$ cat src/rtl/gene_net_pkg.sv
// Shared definitions for the 8-gene Boolean network: the single-step update F and FSM states.
package gene_net_pkg;

  localparam int N_GENES = 8;

  typedef enum logic [1:0] {
    S_IDLE = 2'd0,
    S_SCAN = 2'd1,
    S_DONE = 2'd2
  } scan_state_t;

  function automatic logic [7:0] gene_step(input logic [7:0] c);
    logic [7:0] n;
    n[0] = ~c[2] & c[6] & ~c[7];
    n[1] = (c[4] | c[5]) & ~c[7];
    n[2] = c[7];
    n[3] = c[1] & ~c[6];
    n[4] = c[1] | c[3];
    n[5] = c[2] & ~c[7];
    n[6] = c[1] & ~c[7];
    n[7] = ~(c[0] | c[1]) & (c[3] | c[6]);
    return n;
  endfunction

endpackage

$ cat src/rtl/gene_net_iter.sv
// Combinational DEPTH-fold application of the network update F.
module gene_net_iter
  import gene_net_pkg::*;
#(
  parameter int DEPTH = 1
) (
  input  logic [7:0] cur,
  output logic [7:0] nxt
);

  logic [7:0] stage [DEPTH+1];

  assign stage[0] = cur;

  for (genvar i = 0; i < DEPTH; i++) begin : g_step
    assign stage[i+1] = gene_step(stage[i]);
  end

  assign nxt = stage[DEPTH];

endmodule

$ cat src/rtl/gene_net_preimage.sv
// Predecessor scanner: streams every c with F^DEPTH(c) == target, flags garden-of-Eden targets.
// Optional GENE_PREIMAGE_COUNT_EN adds a pred_count output with the number of accepted matches.
//
//  state  | meaning
//  S_IDLE | waiting for start; garden/pred_count hold last result
//  S_SCAN | testing one candidate per cycle, stalls on unaccepted match
//  S_DONE | one-cycle done pulse, result valid
module gene_net_preimage
  import gene_net_pkg::*;
#(
  parameter int DEPTH   = 1,
  parameter int N_GENES = 8
) (
  input  logic               clk,
  input  logic               n_reset,
  input  logic               start,
  input  logic [N_GENES-1:0] target,
  output logic               busy,
  output logic               pred_valid,
  input  logic               pred_ready,
  output logic [N_GENES-1:0] pred,
  output logic               done,
  output logic               garden
`ifdef GENE_PREIMAGE_COUNT_EN
  ,
  output logic [N_GENES:0]   pred_count
`endif
);

  scan_state_t        state;
  logic [N_GENES:0]   cand;
  logic [N_GENES-1:0] tgt;
  logic [N_GENES-1:0] image;
  logic               found;
  logic               match;
  logic               accept;
  logic               advance;

  gene_net_iter #(.DEPTH(DEPTH)) u_iter (
    .cur (cand[N_GENES-1:0]),
    .nxt (image)
  );

  assign match      = (image == tgt);
  assign pred_valid = (state == S_SCAN) && match;
  assign pred       = cand[N_GENES-1:0];
  assign accept     = pred_valid && pred_ready;
  // A held match keeps pred stable until the consumer takes it.
  assign advance    = (state == S_SCAN) && (!match || pred_ready);

  always_ff @(posedge clk) begin
    if (!n_reset) begin
      state  <= S_IDLE;
      cand   <= '0;
      tgt    <= '0;
      found  <= 1'b0;
      garden <= 1'b0;
      busy   <= 1'b0;
      done   <= 1'b0;
`ifdef GENE_PREIMAGE_COUNT_EN
      pred_count <= '0;
`endif
    end else begin
      done <= 1'b0;
      case (state)
        S_IDLE: begin
          if (start) begin
            tgt    <= target;
            cand   <= '0;
            found  <= 1'b0;
            garden <= 1'b0;
            busy   <= 1'b1;
            state  <= S_SCAN;
`ifdef GENE_PREIMAGE_COUNT_EN
            pred_count <= '0;
`endif
          end
        end
        S_SCAN: begin
          if (accept) begin
            found <= 1'b1;
`ifdef GENE_PREIMAGE_COUNT_EN
            pred_count <= pred_count + 1'b1;
`endif
          end
          if (advance) begin
            cand <= cand + 1'b1;
            // Garden is resolved on the way into DONE so it is valid alongside the pulse.
            if (cand == 9'd255) begin
              state  <= S_DONE;
              done   <= 1'b1;
              garden <= ~(found | accept);
            end
          end
        end
        S_DONE: begin
          busy  <= 1'b0;
          state <= S_IDLE;
        end
        default: begin
          busy  <= 1'b0;
          state <= S_IDLE;
        end
      endcase
    end
  end

endmodule

$ cat config.mk
export PLATFORM = sky130hd
export DESIGN_NAME = gene_net_preimage
export DESIGN_NICKNAME = d
export VERILOG_FILES = /design/src/rtl/gene_net_pkg.sv /design/src/rtl/gene_net_iter.sv /design/src/rtl/gene_net_preimage.sv
export SDC_FILE = /design/constraint.sdc
export NUM_CORES = 1
export LEC_CHECK = 0
export ABC_AREA = 1
export CAP_MARGIN = 20
export CORE_ASPECT_RATIO = 0.6
export CORE_UTILIZATION = 51
export DETAILED_ROUTE_END_ITERATION = 16
export GPL_ROUTABILITY_DRIVEN = 0
export PLACE_DENSITY = 0.9
export SETUP_SLACK_MARGIN = 0.5
export SLEW_MARGIN = 20
export SYNTH_ARGS = -nofsm -noshare
export SYNTH_HDL_FRONTEND = slang
export SYNTH_SLANG_ARGS = --single-unit
$ cat constraint.sdc
create_clock -name clk -period 1.9 [get_ports clk]
set_input_delay 0.285 -clock clk [delete_from_list [all_inputs] [get_ports clk]]
set_output_delay 0.285 -clock clk [all_outputs]
set_load 0.03 [all_outputs]
======== Yosys cells after proc, flatten, opt, wreduce, memory -nomap -nowiden ========
Cells that the tools add are included.
storage, ports and cells
  output and inout bits ................... 12
  register bits ........................... 23
  word-level logic and storage cells ...... 63
  input port bits ......................... 12
cells by class
  eq/ne operators ......................... 7
  reduce and logical (&&, ||, !) cells .... 14
  bitwise logic cells ..................... 18
  add/sub/neg operators ................... 1
  muxes and demuxes ....................... 16
operators by type and width
  cell                                                    count
  two-way mux 9 bit                                       2
  one-hot mux 9 bit (2 select lines)                      1
  AND reduction 3 bit                                     4
  adder 9 x 1 -> 9 bit (second input constant)            1
  equality test 9 x 8 -> 1 bit (second input constant)    1
  equality test 8 bit                                     1
  bitwise AND 1 bit                                       7
  two-way mux 1 bit                                       6
  two-way mux 2 bit                                       3
  inequality test 2 bit (second input constant)           3
  NOT 1 bit                                               6
  one-hot mux 1 bit (2 select lines)                      3
  OR 1 bit                                                5
  one-hot mux 2 bit (2 select lines)                      1
  AND reduction 2 bit                                     2
  AND reduction 4 bit                                     1
  logical AND 1 bit                                       3
  equality test 2 x 1 -> 1 bit (second input constant)    1
  logical NOT 2 bit                                       1
  inequality test 2 x 1 -> 1 bit (second input constant)  1
  nonzero test 2 bit                                      1
  logical NOT 1 bit                                       1
  logical OR 1 bit                                        1

======== Logic depth before layout (Yosys ltp) ========
Gate-level depths: netlist of run 1.
  depth in word-level cells ............... 11
  mapped depth ............................ 14
  depth with buffers taken out ............ 13

======== By module ========
A second synthesis of run 1 with hierarchy kept.
second synthesis, totals
  cell total of the unflattened synthesis .. 189
  area, all modules ....................... 1316.3 µm²
by module, submodules not included
  module             area an instance (µm²)  times used  cells each  seq. area each (µm²)
  gene_net_preimage  1253.7                  1           174         460.4
  gene_net_iter      62.6                    1           15          0.0

======== Worst setup path after synthesis of run 1 ========
No wires, ideal clock.
  path type ............................... register to output
  start ................................... reg cand[1]
  end ..................................... out pred_valid
  arrival time ............................ 1450 ps
  path buffers ............................ 0
  slack ................................... 165 ps
  stages on the path, launching flop included .. 10
  required time ........................... 1615 ps
  cells stage by stage .................... dfxtp_1 -> inv_1 -> ha_1 -> nand2_1 -> nand2_1 -> nand2_1 -> nand2_1 -> nor2_4 -> nand2_1 -> nor2_1
on the way
  word-level cells in the longest chain between the ends .. 5
  elaborated cells between the ends (all ways) .. 8
  those cells by class .................... 1 x eq/ne; 6 x bitwise; 1 x reduce/logical
ends and longest elaborated chain
  item                      RTL line                 source
  start: declaration        gene_net_preimage.sv:31  logic [N_GENES:0] cand;
  start signal: assignment  gene_net_preimage.sv:87  cand <= cand + 1'b1;
  OR 1 bit                  gene_net_pkg.sv:21       n[7] = ~(c[0] | c[1]) & (c[3] | c[6]);
  NOT 1 bit                 gene_net_pkg.sv:21
  bitwise AND 1 bit         gene_net_pkg.sv:21
  equality test 8 bit (*)   gene_net_preimage.sv:44  assign match = (image == tgt);
  logical AND 1 bit (*)     gene_net_preimage.sv:45  assign pred_valid = (state == S_SCAN) && match;
  end: declaration          gene_net_preimage.sv:19  output logic pred_valid,
Mark *: on every way between the ends. The rest lies on a longest branch, timed or not.

======== Worst setup path after layout of run 1 ========
  start ................................... reg cand[1]
  end ..................................... reg garden
on the way
  word-level cells in the longest chain between the ends .. 11
  elaborated cells between the ends (all ways) .. 21
  those cells by class .................... 4 x eq/ne; 3 x mux; 8 x bitwise; 6 x reduce/logical
ends and longest elaborated chain
  item                                RTL line                 source
  OR 1 bit                            gene_net_pkg.sv:21
  NOT 1 bit                           gene_net_pkg.sv:21
  bitwise AND 1 bit                   gene_net_pkg.sv:21
  equality test 8 bit                 gene_net_preimage.sv:44
  logical AND 1 bit                   gene_net_preimage.sv:45
  logical AND 1 bit                   gene_net_preimage.sv:47  assign accept = pred_valid && pred_ready;
  OR 1 bit                            gene_net_preimage.sv:92  garden <= ~(found | accept);
  NOT 1 bit                           gene_net_preimage.sv:92
  two-way mux 1 bit                   gene_net_preimage.sv:89  if (cand == 9'd255) begin
  two-way mux 1 bit                   gene_net_preimage.sv:86  if (advance) begin
  one-hot mux 1 bit (2 select lines)  gene_net_preimage.sv:65  case (state)
  end signal: assignment              gene_net_preimage.sv:92
  end: declaration                    gene_net_preimage.sv:23  output logic garden
Several ways; a longest one is shown, not always the timed one. The select of a mux whose other input is x is not followed.
A chain may end at the register's enable or synchronous reset.

==> results of run 1 <==
-- cells by family (layout without fill, tap and decap cells) --
logic type	after synthesis	count (layout)	share of synthesized area [%]
flops	23	23	34.6
buf+inv	36	64	13.0
compound gates	24	24	9.03
fa+ha+maj	3	3	2.82
simple gates	106	106	39.2
xor+xnor	2	2	1.32
-- worst min path at each step --
stage | start | depth (start not counted) | slack (ps) | endpoint
after global placement | found$_SDFFE_PN0P_ | 2 | 450 | found$_SDFFE_PN0P_
after global routing | found$_SDFFE_PN0P_ | 2 | 500 | found$_SDFFE_PN0P_
after detailed placement | found$_SDFFE_PN0P_ | 2 | 460 | found$_SDFFE_PN0P_
after floorplan | target[1] | 2 | 420 | tgt[1]$_SDFFE_PN0P_
final | found$_SDFFE_PN0P_ | 2 | 470 | found$_SDFFE_PN0P_
after CTS | found$_SDFFE_PN0P_ | 2 | 470 | found$_SDFFE_PN0P_
-- sequential cells by signal, indices dropped and copies added, names as in the netlist --
signal	count
busy	1
cand	9
done	1
found	1
garden	1
state	2
tgt	8
-- repair_timing --
action	4_1_cts	5_1_grt
hold buffers	0	0
pin swaps	3	10
gates resized for setup	27	16
endpoints found under the setup margin	26	19
setup buffers	4	5
-- layout make-up --
class | instances | area [µm²]
inverter | 23 | 91.3
multi-input combinational | 135 | 769
fill | 172 | 548
clock inverter | 1 | 5.00
clock buffer | 3 | 41.3
timing repair buffer | 37 | 335
sequential | 23 | 482
tap | 30 | 37.5
-- per-layer routing --
| metal | track usage [%] | share of wire, % |
|---|---|---|
| met5 | 0 | 0 |
| met4 | 5.00 | 0.80 |
| met2 | 37.6 | 46 |
| met1 | 33.1 | 46 |
| met3 | 6.87 | 7.5 |
-- worst max-delay path, delay by kind of cell (launching register included) --
kind	cells	cell delay (ps)
flops	1	380
buf+inv	3	220
simple gates	9	780
fa+ha+maj	2	340
-- power by group --
part	internal (µW)	switching [µW]	total (µW)	leakage [µW]
Clock	147	164	310	0.0000255
Sequential	500	16.4	516	0.000193
Combinational	116	158	274	0.000567
Total	763	338	1100	0.000785
-- per-stage QoR --
stage	TNS [ps]	hold slack, ps	cell area, µm²	std cells
floorplan	0	420	1380	194
global placement	0	453	1600	239
detailed placement	0	459	1600	239
CTS	0	470	1690	247
global route	-105	503	1760	252
finish	0	471	1760	252
-- cells in the mapped netlist --
library cell	n
sky130_fd_sc_hd__nand4_1	4
sky130_fd_sc_hd__clkbuf_1	4
sky130_fd_sc_hd__nand2_1	45
sky130_fd_sc_hd__nand2_8	1
sky130_fd_sc_hd__nand2_4	1
sky130_fd_sc_hd__nand3_4	1
sky130_fd_sc_hd__nor2_2	1
sky130_fd_sc_hd__a21oi_1	14
sky130_fd_sc_hd__ha_1	3
sky130_fd_sc_hd__nor3_1	3
sky130_fd_sc_hd__nor3b_1	2
sky130_fd_sc_hd__xor2_1	2
sky130_fd_sc_hd__or2_1	1
sky130_fd_sc_hd__buf_6	1
sky130_fd_sc_hd__inv_1	20
sky130_fd_sc_hd__nand3_1	17
sky130_fd_sc_hd__buf_4	8
sky130_fd_sc_hd__clkinv_1	1
sky130_fd_sc_hd__nand3b_1	1
sky130_fd_sc_hd__dfxtp_1	23
sky130_fd_sc_hd__nand3_2	1
sky130_fd_sc_hd__nor3_2	1
sky130_fd_sc_hd__nor2_1	24
sky130_fd_sc_hd__inv_2	2
sky130_fd_sc_hd__nor2_4	3
sky130_fd_sc_hd__o21ai_0	10
==> out/metrics.cfg, run 1 <==
[outcome]
outcome=completed

[setup_path]
rr_startpoint=cand[1]$_SDFFE_PN0P_
type_of_the_worst_setup_path=reg2reg
cell_by_cell_listing_of_the_critical_path=buf_6 -> ha_4 -> nand2_2 -> inv_2 -> nand2_4 -> nor3_4 -> nand2_1 -> nor2_1 -> ha_2 -> nand2_2 -> nor2_2 -> nand2_1 -> nand2_1 -> inv_1
cp_common_cell=sky130_fd_sc_hd__nand2_1
timing.reg2reg.worst_path_depth=14
timing.reg2reg.setup_slack_ps=80
crit_path_end_kind=register
critical_path.startpoint_type=register
cp_max_fo=4
endpoint=garden$_SDFFE_PN0P_
slowest_stage=sky130_fd_sc_hd__dfxtp_4
slowest_delay_ps=380
worstPathArrival_ps=2000
timing.critical_path.from=cand[1]$_SDFFE_PN0P_
timing.rr.end=garden$_SDFFE_PN0P_
worstPathRequired_ps=2070

[final_layout]
area_growth_synth_to_finish_pct=32.5
final_net_count=238
share_of_the_core_filled_with_cells_pct=76.3
diodes=0
most-common-layout-cells=sky130_fd_sc_hd__nand2_1, sky130_fd_sc_hd__nor2_1, sky130_fd_sc_hd__nand3_1
fraction_of_layout_cells_with_a_size_suffix_above_1_pct=26.1
layout_commonest_cell=sky130_fd_sc_hd__nand2_1

[timing]
setup_violations=0
clock-skew-final_ps=6.24
postLayoutSetupSlackWorst_ps=76.5
clock.fmax_mhz=548
finalHoldViolCount=0
final-max-slew-violation-count=0
setup_repair_after_global_routing_missed_its_margin=yes
min_period_over_period_pct=96.0
worst_slew_margin_rel_pct=72.5
tightest_slew_ps=412
min_period_ps=1820

[placed_design]
io_buffers=23
hpwl_after_detailed_placement_um=2210
dp_worst_setup_slack_ps=206

[logic_synthesis]
synth.area.top_cells=sky130_fd_sc_hd__dfxtp_1, sky130_fd_sc_hd__nand2_1, sky130_fd_sc_hd__nor2_1
ys_seq_area_share_pct=34.6
synth_top_cell_area_share_pct=34.6
yosys_register_bits=23
synth_largest_area_cell=sky130_fd_sc_hd__dfxtp_1
netlist_instances=194
synthesized_area_per_cell_um2=6.86
synth_area_um2=1330
synth_warnings=0
total_nets_after_synthesis=209
synth.lib_cells_used.distinct=26

[power_and_ir_drop]
powerDensity_nw_per_um2=625
power.ir.vdd_worst_mv=0.349
total_power_uw=1100
power.static_leakage_uw=0.000785

[detailed_routing]
first_iter_violations=54
drtPass1Iterations=4
drt-vias-per-instance=5.27
detail-route-antenna-nets=0
detailroute.via_count=1327
wire_per_inst_um=12.9
route.final.wire_length_um=3250
drc_errors=0

[die]
row_count=13
die_height_um=41.6
fp.dieW_um=67.9
design.die.area_um2=2820
initial_core_utilization_pct=57.6
num_io_pins=24
core_region_area_um2=2310

[hold_path]
worst_hold_path_type=reg2reg

[global_route]
grt_pass1_vias=1157
number_of_antenna_violations_at_the_first_check_in_global_routing=0
pin_count_of_the_biggest_net_entering_global_routing=16
gr-total-overflow=0
first_pass_grt_wire_length_um=5140
groute.usage.overall_pct=24.2

[clock_tree]
number_of_sinks_on_the_clock_net=23
clock-root-buffer=sky130_fd_sc_hd__clkbuf_8
clk_pin_slew_worst_paths_ps=90
clockBufferDepth=2
cts_tree=done
tritoncts.num_buffers=3
cts_max_level=1
clk_latency_ps=270

[flow_run]
max-cap-violations=0

(Power assumes the default switching activity.)
==> run 2: changes to the inputs <==
Settings changed: HOLD_SLACK_MARGIN from default to 0.06, SETUP_SLACK_MARGIN 0.5 to 0.2.
==> out/metrics.cfg, run 2 (synthesis gave the netlist of run 1 again) <==
[outcome]
outcome=completed

[die]
core_region_area_um2=2310
initial_core_utilization_pct=57.6
fp.dieW_um=67.9
num_io_pins=24
row_count=13
design.die.area_um2=2820
die_height_um=41.6

[setup_path]
worstPathArrival_ps=1580
worst-path-stages=8
timing.critical_path.buf_inv=2
timing.rr.end=garden$_SDFFE_PN0P_
critPathTopFamily=simple AND/OR/NAND/NOR gates
timing.reg2reg.worst_path_depth=13
type_of_the_worst_setup_path=reg2out
endpoint=pred_valid
timing.reg2reg.setup_slack_ps=30
cp_max_fo=8
worstPathRequired_ps=1620
critical_path.startpoint_type=register
slowest_delay_ps=380
crit_path_end_kind=output pin
rr_startpoint=cand[1]$_SDFFE_PN0P_
cell_by_cell_listing_of_the_critical_path=inv_2 -> nand3_1 -> nand2_1 -> nand3_2 -> nor2_4 -> nand2_2 -> nor2_2 -> buf_6
slowest_stage=sky130_fd_sc_hd__dfxtp_4
timing.critical_path.from=cand[7]$_SDFFE_PN0P_

[final_layout]
fraction_of_layout_cells_with_a_size_suffix_above_1_pct=28.6
largest-register=cand
most-common-layout-cells=sky130_fd_sc_hd__nand2_1, sky130_fd_sc_hd__nor2_1, sky130_fd_sc_hd__clkdlybuf4s50_1
layout_commonest_cell=sky130_fd_sc_hd__nand2_1
final_net_count=240
diodes=0
reg.largest.list=cand (9), tgt (8), state (2)
share_of_the_core_filled_with_cells_pct=78.7
multi_input_comb_area_um2=812
largest_register_ff_count=9
sequential_area_um2=478
design_area_um2=1820
area_growth_synth_to_finish_pct=36.7
layout.filler_cells=163

[timing]
tightest_slew_ps=473
clock-skew-final_ps=9.53
finalHoldViolCount=0
worst_slew_margin_rel_pct=68.5
setup_violations=0
min_period_ps=1870
setup_repair_after_global_routing_missed_its_margin=yes
min_period_over_period_pct=98.2
clock.fmax_mhz=536
final-max-slew-violation-count=0

[placed_design]
io_buffers=23
hpwl_after_detailed_placement_um=2160
dpl-instance-area_um2=1560

[clock_tree]
number_of_sinks_on_the_clock_net=23
cts_max_level=1
clk_latency_ps=270
clockBufferDepth=2
cts_tree=done
clock-root-buffer=sky130_fd_sc_hd__clkbuf_8
clk_pin_slew_worst_paths_ps=90
tritoncts.num_buffers=3

[detailed_routing]
drtPass1Iterations=4
detail-route-antenna-nets=0
drc_errors=0
first_iter_violations=150
route.final.wire_length_um=3580
wire_per_inst_um=14.1
drt-vias-per-instance=5.46
detailroute.via_count=1387

[power_and_ir_drop]
power.static_leakage_uw=0.000797
total_power_uw=1120
power.ir.vdd_worst_mv=0.426
powerDensity_nw_per_um2=619

[global_route]
number_of_antenna_violations_at_the_first_check_in_global_routing=0
first_pass_grt_wire_length_um=5020
grt_pass1_vias=1153
gr-total-overflow=0
pin_count_of_the_biggest_net_entering_global_routing=14
groute.usage.overall_pct=23.5

[flow_run]
max-cap-violations=0

[hold_path]
worst_hold_path_type=reg2reg

run 2: cell count changes in the layout (fill, tap and decap cells not counted), moves of 2 or more:
cell and delta:
sky130_fd_sc_hd__clkdlybuf4s50_1 +8, sky130_fd_sc_hd__dlygate4sd2_1 -8, sky130_fd_sc_hd__nand2_1 -8, sky130_fd_sc_hd__nand2_2 +7
sky130_fd_sc_hd__clkdlybuf4s15_2 -2, sky130_fd_sc_hd__dlymetal6s2s_1 +2, sky130_fd_sc_hd__inv_1 +2, sky130_fd_sc_hd__nor2_2 +2
sky130_fd_sc_hd__o21ai_0 +2, sky130_fd_sc_hd__o21ai_1 -2
run 2: worst reg2reg max path, delay by kind of cell (launching register included):
family	cells	cell delay (ps)
flops	1	410
buf+inv	2	120
simple gates	9	860
fa+ha+maj	2	340
run 2: stage by stage:
step	setup WS, ps	cells	TNS [ps]	hold WS (ps)
floorplan	285	194	0	420
global placement	136	240	0	458
detailed placement	17.4	240	0	463
CTS	54.4	249	0	474
global route	-30.6	254	-59.3	491
finish	34.4	254	0	477
run 2: routing by layer:
| metal | share of wire, % | global-route usage (%) |
|---|---|---|
| met5 | 0 | 0 |
| met1 | 43 | 31.0 |
| met2 | 47 | 37.5 |
| met4 | 1.0 | 4.58 |
| met3 | 8.8 | 7.14 |
run 2: area by class of cell:
class,count,share of cell area [%]
clock buffers,3,2.27
clock inverters,1,0.275
inverters,23,4.89
multi-input cells,136,44.7
flip-flops and latches,23,26.3
well taps,30,2.06
repair buffers,38,19.5
run 2: timing repair:
action	CTS	global route
setup buffers	5	4
resized for setup	17	31
gates cloned	0	1
pin swaps	4	15
setup endpoints to repair	17	17
hold buffers	0	0
run 2: worst min path at each step:
stage                       start                   to  slack [ps]  cells after the start
6_report       found$_SDFFE_PN0P_   found$_SDFFE_PN0P_         480                      2
5_1_grt        found$_SDFFE_PN0P_   found$_SDFFE_PN0P_         490                      2
4_1_cts        found$_SDFFE_PN0P_   found$_SDFFE_PN0P_         470                      2
3_5_place_dp   found$_SDFFE_PN0P_   found$_SDFFE_PN0P_         460                      2
3_3_place_gp   found$_SDFFE_PN0P_   found$_SDFFE_PN0P_         460                      2
2_1_floorplan           target[1]  tgt[1]$_SDFFE_PN0P_         420                      2
run 2: power breakdown:
| group | internal [µW] | switching, µW |
|---|---|---|
| logic | 122 | 170 |
| registers | 502 | 20.6 |
| clock network | 147 | 164 |
| total | 770 | 355 |
==> run 3: changes to the inputs <==
Settings changed: CORE_ASPECT_RATIO 0.6 to 1.5.
==> out/metrics.cfg, run 3 (synthesis gave the netlist of run 1 again) <==
[outcome]
outcome=finished, violations left
violations=design-rule violations

[detailed_routing]
drt-vias-per-instance=5.42
drtPass1Iterations=11
wire_per_inst_um=12.4
detail-route-antenna-nets=0
route.final.wire_length_um=3010
detailroute.via_count=1318
drc_errors=2
first_iter_violations=54

[power_and_ir_drop]
total_power_uw=995
powerDensity_nw_per_um2=584
power.static_leakage_uw=0.000777
power.ir.vdd_worst_mv=0.521

[hold_path]
sink_of_the_worst_hold_path=found$_SDFFE_PN0P_
hp-start=found$_SDFFE_PN0P_
worst_hold_path_type=reg2reg
hold-path-cell-count=2

[setup_path]
worstPathRequired_ps=2150
type_of_the_worst_setup_path=reg2reg
slowest_delay_ps=380
critPathTopFamily=simple AND/OR/NAND/NOR gates
rr_startpoint=cand[1]$_SDFFE_PN0P_
timing.critical_path.buf_inv=2
timing.reg2reg.setup_slack_ps=30
timing.reg2reg.worst_path_depth=12
slowest_stage=sky130_fd_sc_hd__dfxtp_4
critical_path.startpoint_type=register
worstPathArrival_ps=2120
crit_path_end_kind=register
cp_max_fo=4
cell_by_cell_listing_of_the_critical_path=buf_6 -> ha_4 -> nand2_2 -> inv_2 -> nand2_4 -> nor3_4 -> nand2_1 -> nor2_1 -> ha_2 -> nor2_2 -> nand2_1 -> a21oi_1
cp_common_cell=sky130_fd_sc_hd__nand2_1
timing.rr.end=cand[8]$_SDFFE_PN0P_
worst-path-stages=12

[final_layout]
largest-register=cand
layout.filler_cells=207
area_growth_synth_to_finish_pct=28.1
diodes=0
final_net_count=235
reg.largest.list=cand (9), tgt (8), state (2)
design_area_um2=1700
fraction_of_layout_cells_with_a_size_suffix_above_1_pct=22.4
most-common-layout-cells=sky130_fd_sc_hd__nand2_1, sky130_fd_sc_hd__nor2_1, sky130_fd_sc_hd__nand3_1
layout_commonest_cell=sky130_fd_sc_hd__nand2_1
largest_register_ff_count=9

[placed_design]
dpl-instance-area_um2=1530
hpwl_after_detailed_placement_um=2060
io_buffers=23
dp_worst_setup_slack_ps=71.6

[die]
core_region_area_um2=2450
die_height_um=64.5
row_count=22
initial_core_utilization_pct=54.3
design.die.area_um2=2820
fp.dieW_um=43.7
num_io_pins=24

[timing]
worst_slew_margin_rel_pct=72.6
setup_repair_after_global_routing_missed_its_margin=yes
tightest_slew_ps=410
min_period_over_period_pct=98.4
finalHoldViolCount=0
setup_violations=0
clock.fmax_mhz=535
postLayoutSetupSlackWorst_ps=30.2
clock-skew-final_ps=3.32
final-max-slew-violation-count=0
min_period_ps=1870

[clock_tree]
tritoncts.num_buffers=3
holdBufCountCts=0
cts_tree=done
clk_pin_slew_worst_paths_ps=120
clock-root-buffer=sky130_fd_sc_hd__clkbuf_4
cts_max_level=1
clk_latency_ps=310
clockBufferDepth=2
number_of_sinks_on_the_clock_net=23

[global_route]
pin_count_of_the_biggest_net_entering_global_routing=17
grt_pass1_vias=1288
first_pass_grt_wire_length_um=5120
groute.usage.overall_pct=23.5
gr-total-overflow=0
number_of_antenna_violations_at_the_first_check_in_global_routing=0

[flow_run]
max-cap-violations=0

[run 3: changes by cell type in the layout (fill, tap and decap cells not counted), sizes merged]
| cell | change |
|---|---|
| buf | -4 |
| clkbuf | +1 |
| clkdlybuf4s50 | -3 |
| clkinv | -1 |
| dlygate4sd2 | +3 |
| nand2 | -1 |
[run 3: what timing repair did]
action | in CTS | in global routing
buffers inserted | 4 | 3
endpoints found under the setup margin | 20 | 16
gates resized for setup | 24 | 16
pin swaps | 5 | 9
[run 3: area by class of cell]
class	instances	area, µm²	share of cell area [%]
flip-flops and latches	23	482	28.3
repair buffers	34	322	18.9
well taps	24	30.0	1.76
inverters	23	86.3	5.07
clock buffers	4	26.3	1.54
multi-input cells	135	758	44.5
[run 3: where the power goes]
part	total, µW	leakage, µW	internal (µW)	switching [µW]
Clock	226	0.0000150	82.1	143
Sequential	515	0.000193	500	14.5
Combinational	254	0.000569	106	148
[run 3: routing by layer]
layer,part of all wire (%),track usage [%]
met1,40,25.0
met2,51,42.5
met3,4.4,2.79
met4,3.6,13.3
met5,0,0
[run 3: stage by stage]
stage	utilization, %	hold WS, ps	setup TNS, ps	instances
6_report	69.6	475	0	243
5_1_grt	69.6	516	-341	243
4_1_cts	66.6	475	0	240
3_5_place_dp	62.6	456	0	232
3_3_place_gp	62.6	452	0	232
2_1_floorplan	-	420	0	194
[run 3: worst max-delay path by stage]
stage | start | slack [ps] | endpoint
final | cand[1]$_SDFFE_PN0P_ | 30 | cand[8]$_SDFFE_PN0P_
after global routing | cand[1]$_SDFFE_PN0P_ | -120 | cand[8]$_SDFFE_PN0P_
after CTS | cand[1]$_SDFFE_PN0P_ | 20 | pred_valid
after detailed placement | cand[1]$_SDFFE_PN0P_ | 70 | cand[8]$_SDFFE_PN0P_
after global placement | cand[1]$_SDFFE_PN0P_ | 170 | garden$_SDFFE_PN0P_
after floorplan | cand[1]$_SDFFE_PN0P_ | 280 | cand[8]$_SDFFE_PN0P_
[run 3: worst register-to-register path, delay by kind of cell, from the launching register on]
family / cells / cell delay, ps
and+or+nand+nor: 7 / 680
DFF: 1 / 380
buffers and inverters: 2 / 200
AOI/OAI and AO/OA: 1 / 130
adders and majority gates: 2 / 430
